### src/rtl/video_line_buf_ctrl_pkg.sv
// ============================================================================
// video_pkg : shared types and defaults for the video line-buffer path
// Rev 1.0
// ============================================================================
`default_nettype none

package video_pkg;

  localparam int C_DATA_W = 24;  // {blue,green,red}, 8 bits each
  localparam int C_ADDR_W = 10;
  localparam int C_LINE_W = 10;  // line-number width, shared with the timing generator

  typedef enum logic [1:0] {
    ST_IDLE  = 2'd0,
    ST_FILL  = 2'd1,
    ST_READY = 2'd2,
    ST_DRAIN = 2'd3
  } state_t;

endpackage

`default_nettype wire

### src/rtl/video_line_buf_ctrl.sv
// ============================================================================
// video_line_buf_ctrl : ping-pong line-buffer fill controller with underrun flag
// Rev 1.0
// ============================================================================
`default_nettype none

module video_line_buf_ctrl
  import video_pkg::*;
#(
  parameter int H_ACTIVE = 800,
  parameter int V_ACTIVE = 600,
  parameter int DATA_W   = C_DATA_W,
  parameter int ADDR_W   = C_ADDR_W
) (
  input  logic                clk,
  input  logic                rst_n,
  input  logic                frame_start,
  input  logic                line_start,
  output logic                fill_req,
  output logic [C_LINE_W-1:0] fill_line,
  input  logic                src_valid,
  input  logic [DATA_W-1:0]   src_data,
  output logic                src_ready,
  output logic                src_flush,
  output logic                wr_en_0,
  output logic                wr_en_1,
  output logic [ADDR_W-1:0]   wr_addr,
  output logic [DATA_W-1:0]   wr_data,
  output logic                rd_sel,
  output logic                underrun,
  output logic [15:0]         underrun_cnt
);

  localparam logic [ADDR_W-1:0]   c_last_word = ADDR_W'(H_ACTIVE - 1);
  localparam logic [C_LINE_W-1:0] c_last_line = C_LINE_W'(V_ACTIVE - 1);

  state_t              r_state;
  logic [ADDR_W-1:0]   r_word_cnt;
  logic [C_LINE_W-1:0] r_line_idx;

  logic w_in_fill;
  logic w_active;
  logic w_beat;
  logic w_last_word;
  logic w_advance;
  logic w_underrun;
  logic w_write;

  assign w_in_fill   = (r_state == ST_FILL);
  assign w_active    = w_in_fill || (r_state == ST_READY);
  assign w_beat      = src_valid && w_in_fill;
  assign w_last_word = (r_word_cnt == c_last_word);
  // frame_start overrides line_start; a final beat landing with line_start is on time
  assign w_advance   = line_start && !frame_start && w_active;
  assign w_underrun  = w_advance && w_in_fill && !(w_beat && w_last_word);
  assign w_write     = w_beat && !frame_start && !w_underrun;

  assign src_ready   = w_in_fill;

  always_ff @(posedge clk or negedge rst_n) begin
    if (!rst_n) begin
      r_state      <= ST_IDLE;
      r_word_cnt   <= '0;
      r_line_idx   <= '0;
      fill_req     <= 1'b0;
      fill_line    <= '0;
      src_flush    <= 1'b0;
      wr_en_0      <= 1'b0;
      wr_en_1      <= 1'b0;
      wr_addr      <= '0;
      wr_data      <= '0;
      rd_sel       <= 1'b0;
      underrun     <= 1'b0;
      underrun_cnt <= '0;
    end else begin
      fill_req  <= 1'b0;
      src_flush <= 1'b0;
      wr_en_0   <= 1'b0;
      wr_en_1   <= 1'b0;
      underrun  <= 1'b0;

      // the fill buffer is always the one not being scanned out
      if (w_write) begin
        wr_data    <= src_data;
        wr_addr    <= r_word_cnt;
        wr_en_0    <= rd_sel;
        wr_en_1    <= ~rd_sel;
        r_word_cnt <= r_word_cnt + 1'b1;
      end

      if (w_underrun) begin
        underrun  <= 1'b1;
        src_flush <= 1'b1;
        if (underrun_cnt != 16'hFFFF)
          underrun_cnt <= underrun_cnt + 16'd1;
      end

      if (frame_start) begin
        if (w_active)
          src_flush <= 1'b1;
        rd_sel     <= 1'b0;
        r_line_idx <= '0;
        fill_line  <= '0;
        fill_req   <= 1'b1;
        r_word_cnt <= '0;
        r_state    <= ST_FILL;
      end else if (w_advance) begin
        rd_sel     <= ~rd_sel;
        r_line_idx <= r_line_idx + 1'b1;
        if (r_line_idx == c_last_line) begin
          r_state <= ST_DRAIN;
        end else begin
          fill_line  <= r_line_idx + 1'b1;
          fill_req   <= 1'b1;
          r_word_cnt <= '0;
          r_state    <= ST_FILL;
        end
      end else if (w_write && w_last_word) begin
        r_state <= ST_READY;
      end
    end
  end

endmodule

`default_nettype wire
### config.mk
export PLATFORM = sky130hd
export DESIGN_NAME = video_line_buf_ctrl
export DESIGN_NICKNAME = d
export VERILOG_FILES = /design/src/rtl/video_line_buf_ctrl_pkg.sv /design/src/rtl/video_line_buf_ctrl.sv
export SDC_FILE = /design/constraint.sdc
export NUM_CORES = 1
export LEC_CHECK = 0
export CAP_MARGIN = 5
export CELL_PAD_IN_SITES_DETAIL_PLACEMENT = 2
export CELL_PAD_IN_SITES_GLOBAL_PLACEMENT = 2
export CORE_ASPECT_RATIO = 1.25
export CORE_MARGIN = 5
export CORE_UTILIZATION = 35
export CTS_CLUSTER_DIAMETER = 150
export DETAILED_ROUTE_END_ITERATION = 16
export DONT_BUFFER_PORTS = 1
export PLACE_DENSITY_LB_ADDON = 0.1
export SYNTH_ARGS = -nofsm -noshare
export SYNTH_HDL_FRONTEND = slang
export SYNTH_SLANG_ARGS = --single-unit
### constraint.sdc
create_clock -name clk -period 2.15 [get_ports clk]
set_input_delay 0.215 -clock clk [delete_from_list [all_inputs] [get_ports clk]]
set_output_delay 0.215 -clock clk [all_outputs]
set_load 0.01 [all_outputs]
# == Word level (Yosys, flattened, before mapping) ==
# Cells that the tools add are included.
# op_classes
n_addsub,3
multipliers,0
div,0
n_lt_le_gt_ge,0
eq_ne,6
shifts,0
mux,23
n_bitwise,1
n_reduce_logical,17
# op_table
operator,n
two-way mux 10 bit,9
"adder 10 x 1 -> 10 bit, second input constant",2
"== test 10 bit, second input constant",2
"adder 16 x 1 -> 16 bit, second input constant",1
"inequality test 16 bit, second input constant",1
two-way mux 1 bit,10
logical AND 1 bit,9
two-way mux 2 bit,4
AND reduction 2 bit,2
zero test 1 bit,3
nonzero test 3 bit,1
"== test 2 x 1 -> 1 bit, second input constant",1
"== test 2 bit, second input constant",1
"inequality test 2 bit, second input constant",1
nonzero test 2 bit,1
logical OR 1 bit,1
NOT 1 bit,1
# totals
regBits,88
latch_bits,0
mem_bits_rw,0
mem_bits_ro,0
output_inout_bits,67
wordCells,63
n_memories,0

# == Logic depth before layout (Yosys ltp) ==
# logic_depth
ltp_word,11
mapped_depth,10
mapped_depth_nobuf,7

# == Least setup slack after synthesis ==
# OpenSTA, ideal clock, no wires.
# synth_timing
path_kind,flip-flop to flip-flop
startpoint,register r_state[0]
endpoint,register underrun_cnt[15]
t_arrival_ps,1977
required_ps,2022
slack_ps,46
stages_incl_launch_ff,8
n_path_buf,1
cell_sequence,dfrtp_1 > ha_1 > nor2b_1 > clkbuf_1 > nand3_1 > a21o_1 > nor4_1 > mux2_1
# synth_between
elab_chain_len,6
elab_cells_between_ends,10
# synth_rtl
item,line_no,text
"start, declared",video_line_buf_ctrl.sv:37,state_t r_state;
"start signal, assigned",video_line_buf_ctrl.sv:62,r_state <= ST_IDLE;
"start signal, assigned",video_line_buf_ctrl.sv:106,r_state <= ST_FILL;
"start signal, assigned",video_line_buf_ctrl.sv:111,r_state <= ST_DRAIN;
== test 2 x 1 -> 1 bit / == test 2 bit (equally long branches),"video_line_buf_ctrl.sv:49, video_line_buf_ctrl.sv:50",
logical OR 1 bit / logical AND 1 bit (equally long branches),"video_line_buf_ctrl.sv:50, video_line_buf_ctrl.sv:51",
"logical AND 1 bit, on equally long branches","video_line_buf_ctrl.sv:54, video_line_buf_ctrl.sv:55",
logical AND 1 bit / zero test 1 bit (equally long branches),video_line_buf_ctrl.sv:55,assign w_underrun = w_advance && w_in_fill && !(w_beat && w_last_word);
logical AND 1 bit (*),video_line_buf_ctrl.sv:55,
AND reduction 2 bit (no source line) (*),n/a,
"end signal, assigned",video_line_buf_ctrl.sv:95,underrun_cnt <= underrun_cnt + 16'd1;
"end, declared",video_line_buf_ctrl.sv:31,output logic [15:0] underrun_cnt
# Every way passes the cells marked *; elsewhere a longest branch is shown, timed or not.
# A chain may end at the register's enable or synchronous reset.

# == Worst setup path after layout ==
# layout_timing
startpoint,register r_word_cnt[0]
endpoint,register underrun_cnt[7]
# layout_between
elab_chain_len,5
# layout_rtl
item,line_no,text
"start, declared",video_line_buf_ctrl.sv:38,logic [ADDR_W-1:0] r_word_cnt;
"start signal, assigned",video_line_buf_ctrl.sv:88,r_word_cnt <= r_word_cnt + 1'b1;
== test 10 bit,video_line_buf_ctrl.sv:52,assign w_last_word = (r_word_cnt == c_last_word);
logical AND 1 bit,video_line_buf_ctrl.sv:55,
zero test 1 bit,video_line_buf_ctrl.sv:55,
logical AND 1 bit,video_line_buf_ctrl.sv:55,
AND reduction 2 bit (no source line),n/a,
# No other way between the ends.

==> impl_metrics.toml <==
[global_route]
grt_pass1_wl_um = 15990
grt_pass1_vias = 3007
grt_overflow = 0
grt_max_degree = 89
grt_usage = 0.1462
grt_antenna_before_repair = 0

[drt]
ant_nets = 0
drt-total-wl_um = 9746
post_drt_via_cell_ratio = 5.272
num_vias = 2652
drtIter0Drc = 31
post_drt_wl_per_cell_um = 19.38
dr.pass1.iters = 4
drc = 0

[floorplanning]
die-area_um2 = 13890
start_util = 0.3534
io_pins = 96
placementRows = 44
core_region_area_um2 = 11510
die_y_um = 130.5
die_w_um = 106.4

[synthesis]
synthFlopType = "dfrtp_1"
synthTopCellsByArea = "dfrtp_1 54%, mux2_4 10%, xor2_1 4.3%"
synth.distinct_cells = 47
yosysTopAreaCellShare = 0.5415
synth_warnings = 0
synth_area_um2 = 4066
synth_top_cell_by_area = "dfrtp_1"
synth_nets = 366
avgSynthCellArea_um2 = 12.21
synth_seq_cells = 88
synth-edff-count = 0
ys_seq_area_frac = 0.5415
async_flop_share = 1.000
syn_inst = 333

[clocking]
clk_latency_ns = 0.34
cts_setup_buffers = 0
cts_root_buf = "clkbuf_16"
clockBufferDepth = 2
clock_sinks = 88
clkTransAtPathRegs_ns = 0.07
cts_buffers = 9
htree_levels = 3
cts_hold_buf = 7
cts_tree = "yes"

[sta]
finalSetupTns_ns = 0
holdWs_ns = -0.4357
finalSetupViolCount = 0
post-route-period-util = 0.9489
finClkSkew_ns = 0.007264
hold_viol_final = 88
relSlewSlack = 0.5475
fin_crit_ns = 2.040
rsz0062_at_grt = "no"
max_slew.worst_pin.slew_ns = 0.6766
setup_ws_ns = 0.1099
slew_violations = 0
timing.fmax_mhz = 490.2

[final_layout]
layout_common_cells = "88 x dfrtp_1, 33 x nor2_1, 27 x mux2_4"
nets = 393
drive_gt1_frac = 0.2247
area_delta_synth_final_pct = 15.69
final_cells = 503
layout_commonest_cell = "dfrtp_1"
antennaDiodeCount = 0
final_util = 0.4089

[worst_setup_path]
endpoint_kind = "flop"
worst-setup-path-type = "reg -> reg"
cp_data_required_time_ns = 2.41
r2r_setup_slack_ns = 0.11
cp-start-kind = "flop"
cp_max_fo = 14
crit_arrival_ns = 2.30

[run]
drv_cap = 0

[placed_design]
dp_slack_ns = 0.09081
port_buffers = 0
numPlacedInstances = 480
hpwl_um = 6721
gp_congestion = 0.7563

[pwr]
power.leakage_uw = 0.002184
ir_worst_vdd_mv = 0.3971
power.density_nw_per_um2 = 897.6

[worst_hold_path]
hold_path_class = "in -> async"

[outcome]
violations = "negative hold slack"
status = "finished with violations"
[stage by stage]
step                      area, um^2  total power, uW  hold slack, ns
after floorplan                 4066             2442        -0.08059
final                           4705             4223         -0.4357
after CTS                       4698             4306         -0.4532
after global routing            4705             4438         -0.4562
after detailed placement        4325             2654        -0.07792
after global placement          4325             2634        -0.07836
[final timing paths]
kind,startpoint,to,depth (start not counted)
worst max-delay path,r_word_cnt[0]$_DFF_PN0_,underrun_cnt[7]$_DFFE_PN0P_,6
worst min-delay path,rst_n,wr_data[14]$_DFFE_PN0N_,0
worst max register to register,r_word_cnt[0]$_DFF_PN0_,underrun_cnt[7]$_DFFE_PN0P_,6
worst min register to register,r_state[0]$_DFFE_PN0P_,r_state[0]$_DFFE_PN0P_,2
max in group asynchronous,rst_n,underrun_cnt[14]$_DFFE_PN0P_,0
min in group clk,src_data[16],wr_data[16]$_DFFE_PN0N_,1
[cells in the mapped netlist (2+ instances only)]
cell and n:
nand2_1 21, or2_2 2, nor2_1 33, buf_6 5, clkbuf_1 6, nand2b_1 2, nor4_2 3, nand3_1 14
nor3_2 4, and3_1 3, and4_1 3, mux2i_1 3, mux2_4 27, ha_1 4, or3_1 4, nand4_1 8
nor3_1 6, inv_1 11, xor2_1 20, nor4_1 2, a22o_1 4, dfrtp_1 88, o21ai_0 6, a21oi_1 6
a211oi_1 3, mux2_1 10, xnor2_1 15
[per-layer routing]
metal	up-vias	routed length, um	GRT usage
met5	-	0	0
met1	1362	4052	0.1683
met3	15	615	0.04668
li1	1204	-	-
met2	71	4870	0.2514
met4	0	208	0.06396
[cells by family after synthesis]
family,after synthesis,synth area share
compound gates,26,0.04708
xor+xnor,35,0.07539
fa+ha+maj,4,0.01231
buf+inv,25,0.03261
flops,88,0.5415
mux,40,0.1348
simple gates,115,0.1563
[state kept, by name, indices dropped and copies added, names as in the netlist]
| signal | flops |
|---|---|
| wr_addr | 10 |
| src_flush | 1 |
| underrun_cnt | 16 |
| wr_data | 24 |
| r_line_idx | 10 |
| fill_line | 10 |
| wr_en_1 | 1 |
| r_state | 2 |
| underrun | 1 |
| r_word_cnt | 10 |
| wr_en_0 | 1 |
| fill_req | 1 |
| rd_sel | 1 |
[cell type report]
type | instances | area [um^2]
Sequential cell | 88 | 2202
Tap cell | 138 | 172.7
Timing Repair Buffer | 28 | 240.2
Multi-Input combinational cell | 220 | 1738
Clock buffer | 9 | 225.2
Clock inverter | 7 | 77.57
Fill cell | 1220 | 6802
Inverter | 13 | 48.80
[critical path, cell delays in order (launching register included)]
cell     delay [ns]
dfrtp_1        0.38
ha_1           0.21
and4_1         0.25
and3_4         0.22
a211o_4        0.44
nor4_2         0.28
xor2_1         0.18
[power breakdown]
part,leakage (uW),switching (uW),internal (uW)
registers,0.00114,202,1840
clock network,0.000147,683,913
logic,0.000901,283,303
[timing repair]
action / in CTS / in global routing
gates resized for setup: 0 / 1
hold endpoints to repair: 111 / 88
endpoints found under the setup margin: 0 / 1
No activity file was read; power rests on OpenSTA's default activity.
